===== src/rtl/input_debounce_interface.sv =====
// Three-channel debouncer for two slide switches and a pushbutton. Each raw input is
// synchronized, then accepted only after holding a new value for DEBOUNCE_CYCLES cycles.

module debounce_channel #(
  parameter int DEBOUNCE_CYCLES = 100000,
  parameter bit RISE_ONLY       = 1'b0
) (
  input  logic i_clock,
  input  logic i_reset,
  input  logic i_raw,
  output logic o_level,
  output logic o_pulse
);
  localparam int CW = (DEBOUNCE_CYCLES > 1) ? $clog2(DEBOUNCE_CYCLES) : 1;
  localparam logic [CW-1:0] LP_LAST = CW'(DEBOUNCE_CYCLES - 1);

  typedef enum logic {ST_STABLE = 1'b0, ST_TESTING = 1'b1} state_t;

  logic          r_sync1;
  logic          r_sync2;
  state_t        r_state;
  logic [CW-1:0] r_count;
  logic          r_stable;
  logic          r_pulse;

  state_t        w_state_nxt;
  logic [CW-1:0] w_count_nxt;
  logic          w_stable_nxt;
  logic          w_pulse_nxt;
  logic          w_differs;

  always_ff @(posedge i_clock) begin
    if (i_reset) begin
      r_sync1 <= 1'b0;
      r_sync2 <= 1'b0;
    end else begin
      r_sync1 <= i_raw;
      r_sync2 <= r_sync1;
    end
  end

  always_ff @(posedge i_clock) begin
    if (i_reset) begin
      r_state  <= ST_STABLE;
      r_count  <= '0;
      r_stable <= 1'b0;
      r_pulse  <= 1'b0;
    end else begin
      r_state  <= w_state_nxt;
      r_count  <= w_count_nxt;
      r_stable <= w_stable_nxt;
      r_pulse  <= w_pulse_nxt;
    end
  end

  assign w_differs = (r_sync2 != r_stable);

  always_comb begin
    w_state_nxt  = r_state;
    w_count_nxt  = r_count;
    w_stable_nxt = r_stable;
    w_pulse_nxt  = 1'b0;
    case (r_state)
      ST_STABLE: begin
        w_count_nxt = '0;
        if (w_differs) begin
          w_state_nxt = ST_TESTING;
          w_count_nxt = CW'(1);
        end
      end
      ST_TESTING: begin
        if (!w_differs) begin
          w_state_nxt = ST_STABLE;
          w_count_nxt = '0;
        end else if (r_count == LP_LAST) begin
          // Accept: the counter never wraps, it lands here instead.
          w_state_nxt  = ST_STABLE;
          w_count_nxt  = '0;
          w_stable_nxt = ~r_stable;
          w_pulse_nxt  = RISE_ONLY ? ~r_stable : 1'b1;
        end else begin
          w_count_nxt = r_count + 1'b1;
        end
      end
      default: begin
        w_state_nxt = ST_STABLE;
        w_count_nxt = '0;
      end
    endcase
  end

  assign o_level = r_stable;
  assign o_pulse = r_pulse;
endmodule

module input_debounce_interface #(
  parameter int DEBOUNCE_CYCLES = 100000
) (
  input  logic clock,
  input  logic reset,
  input  logic switch0,
  input  logic switch1,
  input  logic button,
  output logic write_block,
  output logic read_block,
  output logic button_level,
  output logic write_changed,
  output logic read_changed,
  output logic button_press
);
  debounce_channel #(.DEBOUNCE_CYCLES(DEBOUNCE_CYCLES), .RISE_ONLY(1'b0)) u_switch0 (
    .i_clock(clock), .i_reset(reset), .i_raw(switch0),
    .o_level(write_block), .o_pulse(write_changed)
  );

  debounce_channel #(.DEBOUNCE_CYCLES(DEBOUNCE_CYCLES), .RISE_ONLY(1'b0)) u_switch1 (
    .i_clock(clock), .i_reset(reset), .i_raw(switch1),
    .o_level(read_block), .o_pulse(read_changed)
  );

  // The button only reports presses; releases update the level silently.
  debounce_channel #(.DEBOUNCE_CYCLES(DEBOUNCE_CYCLES), .RISE_ONLY(1'b1)) u_button (
    .i_clock(clock), .i_reset(reset), .i_raw(button),
    .o_level(button_level), .o_pulse(button_press)
  );
endmodule


===== config.mk =====
export PLATFORM = sky130hd
export DESIGN_NAME = input_debounce_interface
export DESIGN_NICKNAME = d
export VERILOG_FILES = /design/src/rtl/input_debounce_interface.sv
export SDC_FILE = /design/constraint.sdc
export NUM_CORES = 1
export LEC_CHECK = 0
export ABC_AREA = 1
export CAP_MARGIN = 30
export CORE_MARGIN = 2
export CORE_UTILIZATION = 38
export CTS_BUF_LIST = sky130_fd_sc_hd__clkbuf_16
export DETAILED_ROUTE_END_ITERATION = 16
export HOLD_SLACK_MARGIN = 0.06
export REMOVE_ABC_BUFFERS = 1
export SYNTH_ARGS = -nofsm -noshare
export SYNTH_HDL_FRONTEND = slang
export SYNTH_SLANG_ARGS = --single-unit

===== constraint.sdc =====
create_clock -name clock -period 2.6 [get_ports clock]
set_input_delay 0.52 -clock clock [delete_from_list [all_inputs] [get_ports clock]]
set_output_delay 0.52 -clock clock [all_outputs]
set_load 0.05 [all_outputs]

==> flow_summary.rst <==
.. list-table::
   :header-rows: 1

   * - Metric
     - Value
   * - Final weighted congestion in routability-driven placement
     - 0.784
   * - Most common flop cell mapped by yosys
     - dfxtp_1
   * - Simple-gate portion of the synthesized area
     - between 30% and 40%
   * - Most frequently used cell type in the post-synthesis netlist
     - nand2_1
   * - Setup clock skew after layout
     - around 0.0096 ns
   * - Worst Tran Pin Value
     - ~0.50 ns
   * - Fraction of layout cells with a size suffix above 1
     - between 10% and 20%
   * - Reg-to-reg setup timing slack
     - between 1 and 1.5 ns
   * - Area added between synthesis and finish
     - 16.0%
   * - Via count
     - between 2,000 and 3,000
   * - Post-synth top cells
     - nand2_1 (102), nor2_1 (75), dfxtp_1 (66)
   * - Post-route antenna net violation count
     - 0
   * - Per-instance average area after synthesis
     - roughly 7 um2
   * - Post-synthesis instance total
     - around 450
   * - Main combinational cell family by area after synthesis
     - simple AND/OR/NAND/NOR gates
   * - Delay contributed by the slowest stage of the critical path
     - ~0.84 ns
   * - Unrepaired setup endpoints after global routing
     - no
   * - Pwr per Cell Area
     - about 630 nW/um2
   * - Number of buffers and inverters on the critical path
     - 1
   * - Worst slack at placement
     - around 0.66 ns
   * - Non-Filler Instances
     - between 500 and 600
   * - Number of pins with negative max-slew slack in the final report
     - 0
   * - Critical setup path kind
     - flip-flop to output pin
   * - Number of synthesized flops with an enable pin
     - 0
   * - Share of the synthesized netlist area taken by xor and xnor gates
     - 6.85%
   * - # rows
     - 33
   * - Achievable Freq
     - roughly 470 MHz
   * - Total Nets Final
     - ~470
   * - Critical-path top delay cell
     - clkdlybuf4s50_1
   * - Cell variety after synth
     - 29
   * - Drt total wl
     - 5.75 mm
   * - Maximum number of pins on one net before global-route repair
     - 18
   * - Via density per instance
     - about 4.5
   * - GRT Resource Usage Total
     - between 10 and 15%
   * - Final Worst Setup Slack
     - just under 0.5 ns
   * - Share of total power in sequential cells
     - ~44%
   * - Inserted Clock Buffers
     - 9
   * - Mux cell area share after synthesis
     - 0%
   * - Number of cells traversed by the worst register-to-register path
     - 8
   * - Hold path start
     - u_button.r_sync1$_SDFF_PP0_
   * - Hold Buf Count CTS
     - 0
   * - Count of warnings emitted by yosys
     - 0
   * - Count of final setup violators
     - 0
   * - Core box area
     - between 8000 and 9000 um2
   * - Capture instance of the worst register-to-register path
     - u_switch0.r_count[12]$_SDFF_PP0_
   * - Power dissipated by switching net loads
     - approximately 0.46 mW
   * - Post-CTS setup buffer count
     - 0
   * - Worst min-delay path class
     - flip-flop to flip-flop
   * - Cell at the root of the clock tree
     - clkbuf_16
   * - First-pass GRT wire length
     - between 10 and 15 mm
   * - Share of async-settable or async-resettable flops after synthesis
     - 0%
   * - Yosys top cell by area
     - dfxtp_1
   * - Insertion delay to the later sink of the worst-skew pair
     - between 0.3 and 0.4 ns
   * - Final worst-path cycle share
     - around four fifths
   * - Endpoint arrival time on the critical path
     - around 1.6 ns
   * - Number of H-tree branching levels
     - 3
   * - Sequential element share of the synthesized area
     - between 40% and 50%
   * - Die extent in x
     - roughly 96 um
   * - Req. time, crit path
     - roughly 2.1 ns
   * - Reg2reg start
     - u_switch0.r_count[0]$_SDFF_PP0_
   * - Buffers on Ports
     - 10
   * - Initial Util
     - 39.1%
   * - Post-synthesis cell area
     - roughly 3200 um2
   * - Cells traversed along the worst timing path
     - clkdlybuf4s50_1
   * - Fraction of post-synthesis cell area in the top cell type by area
     - between 40% and 50%
   * - Synthesized-area fraction occupied by ao, oa, aoi and oai cells
     - 4.07%
   * - Part of the power in combinational logic
     - under 10%
   * - Leading cell types by total area after synthesis
     - dfxtp_1 (41%), nand2_1 (12%), nor2_1 (8.8%)
   * - Clock-pin transition on the worst setup and hold timing paths
     - roughly 0.050 ns
   * - CTS tree
     - yes
   * - # DRC
     - 0
   * - Int Pwr
     - roughly 1.9 mW
   * - Vias in the first global route
     - ~2,400
   * - Cells on Worst Hold Path
     - 2
   * - Final hold violation count
     - 0
   * - Overflow left after global routing
     - 0
   * - Post-layout min period
     - 2.11 ns
   * - End point of the most critical hold path
     - u_button.r_sync2$_SDFF_PP0_
   * - Count of antenna diodes in the layout
     - 0
   * - Violation count after the first detailed-routing iteration
     - 106
   * - Total Negative Setup Slacks
     - 0 ns
   * - Static leakage power
     - 1.34 nW
   * - Family of cells with the greatest summed delay on the critical path
     - buffers and inverters
   * - Adder and majority cell fraction of the synthesized area
     - under 10%
   * - Die Outline Area
     - about 9200 um2
   * - Status
     - complete, no violations
   * - Antenna violations before repair
     - 0
   * - Maximum net fanout on the critical path
     - 5
   * - Die span in y
     - around 96 um
   * - Net switching fraction of the power
     - between 10% and 20%
   * - Part of the power in the clock network
     - a little over half
   * - Endpoint class of the critical path
     - output pin
   * - Total number of clock tree sinks
     - 66
   * - Maximum ir drop on the vdd rail
     - about 0.00037 V
   * - Max-slew headroom at the worst pin
     - about two thirds
   * - Pre-antenna DRT Iters
     - 4
   * - # resized after CTS
     - 0
   * - Maximum clock insertion buffer count
     - 2
   * - Drt wl/cell
     - about 10 um
   * - Number of I/O pins
     - 11
   * - Number of placed instances with taps included
     - between 500 and 600
   * - Critical path launch point type
     - flip-flop
   * - Max-cap check violation count
     - 0
   * - Detailed Place HPWL
     - roughly 4.2 mm
   * - Count of state elements after synthesis
     - 66
[how the worst max path moves through the flow]
stage                                              start                          endpoint  depth (start not counted)
after detailed placement                           reset  u_switch1.r_count[15]$_SDFF_PP0_                          9
after CTS                 u_switch0.o_level$_SDFFE_PP0P_                       write_block                          1
after global routing      u_switch0.o_level$_SDFFE_PP0P_                       write_block                          1
final                     u_switch1.o_level$_SDFFE_PP0P_                        read_block                          1
after floorplan           u_switch0.o_level$_SDFFE_PP0P_  u_switch0.r_count[16]$_SDFF_PP0_                          7
after global placement                             reset  u_switch1.r_count[15]$_SDFF_PP0_                          9
[worst register-to-register path: stages, from the launching register on]
cell and delay [ns]:
dfxtp_1 0.37, ha_1 0.22, nand3_2 0.14, clkinv_1 0.10, nand3_2 0.10, nor2_4 0.12, inv_2 0.06, nand2_4 0.20
nor2_1 0.09
[routing by layer]
| metal | track usage (%) | vias to the layer above | routed length, um |
|---|---|---|---|
| li1 | - | 1409 | - |
| met1 | 17.7 | 1169 | 2910 |
| met2 | 22.3 | 19 | 2620 |
| met3 | 2.74 | 7 | 129 |
| met4 | 7.50 | 0 | 88 |
| met5 | 0 | - | 0 |
[sequential cells by signal, summed over array words and instances (netlist names)]
name and flops:
u_button.o_level 1, u_button.o_pulse 1, u_button.r_count 17, u_button.r_state 1
u_button.r_sync1 1, u_button.r_sync2 1, u_switch0.o_level 1, u_switch0.o_pulse 1
u_switch0.r_count 17, u_switch0.r_state 1, u_switch0.r_sync1 1, u_switch0.r_sync2 1
u_switch1.o_level 1, u_switch1.o_pulse 1, u_switch1.r_count 17, u_switch1.r_state 1
u_switch1.r_sync1 1, u_switch1.r_sync2 1
[cells by family (layout without fill, tap and decap cells)]
family                     after synthesis  in the layout
and+or+nand+nor                        259            259
buffers and inverters                   73             96
DFF                                     66             66
xor gates and xnor gates                25             25
AOI/OAI and AO/OA                       22             22
adders and majority gates                3              3
[cell type report]
class | count | area, um2
repair buffers | 11 | 108
inverters | 69 | 259
well taps | 105 | 131
fillers | 826 | 4470
flip-flops and latches | 66 | 1320
clock inverters | 7 | 93.8
clock buffers | 9 | 225
multi-input cells | 309 | 1570
[stage by stage]
step | total power, mW | instance area (um2) | utilization (%) | hold slack, ns
3_3_place_gp | 1.07 | 3390 | 41.5 | 0.391
5_1_grt | 2.40 | 3710 | 45.4 | 0.428
2_1_floorplan | 1.06 | 3150 | - | 0.388
3_5_place_dp | 1.07 | 3390 | 41.5 | 0.395
6_report | 2.32 | 3710 | 45.4 | 0.402
4_1_cts | 2.35 | 3710 | 45.4 | 0.403
[power by group through the flow]
stage | clock network [mW] | logic (mW) | registers (mW)
after floorplan | 0 | 0.0139 | 1.04
after global placement | 0 | 0.0256 | 1.04
after detailed placement | 0 | 0.0264 | 1.04
after CTS | 1.30 | 0.0266 | 1.02
after global routing | 1.35 | 0.0297 | 1.02
final | 1.28 | 0.0262 | 1.02
[placed cells by master (no fill, tap or decap), types with 5 or more instances in the layout]
master | netlist | routed
xor2_1 | 18 | 18
nor2_2 | 17 | 17
o21ai_0 | 7 | 7
nand2_1 | 102 | 102
inv_2 | 5 | 5
a21oi_1 | 9 | 9
xnor2_1 | 7 | 7
clkbuf_16 | 0 | 9
dfxtp_1 | 66 | 66
inv_1 | 63 | 63
nor2_1 | 75 | 75
clkdlybuf4s50_1 | 0 | 10
nor3_1 | 9 | 9
nand4_1 | 11 | 11
nand3_1 | 24 | 24
No activity file was read; power rests on OpenSTA's default activity.
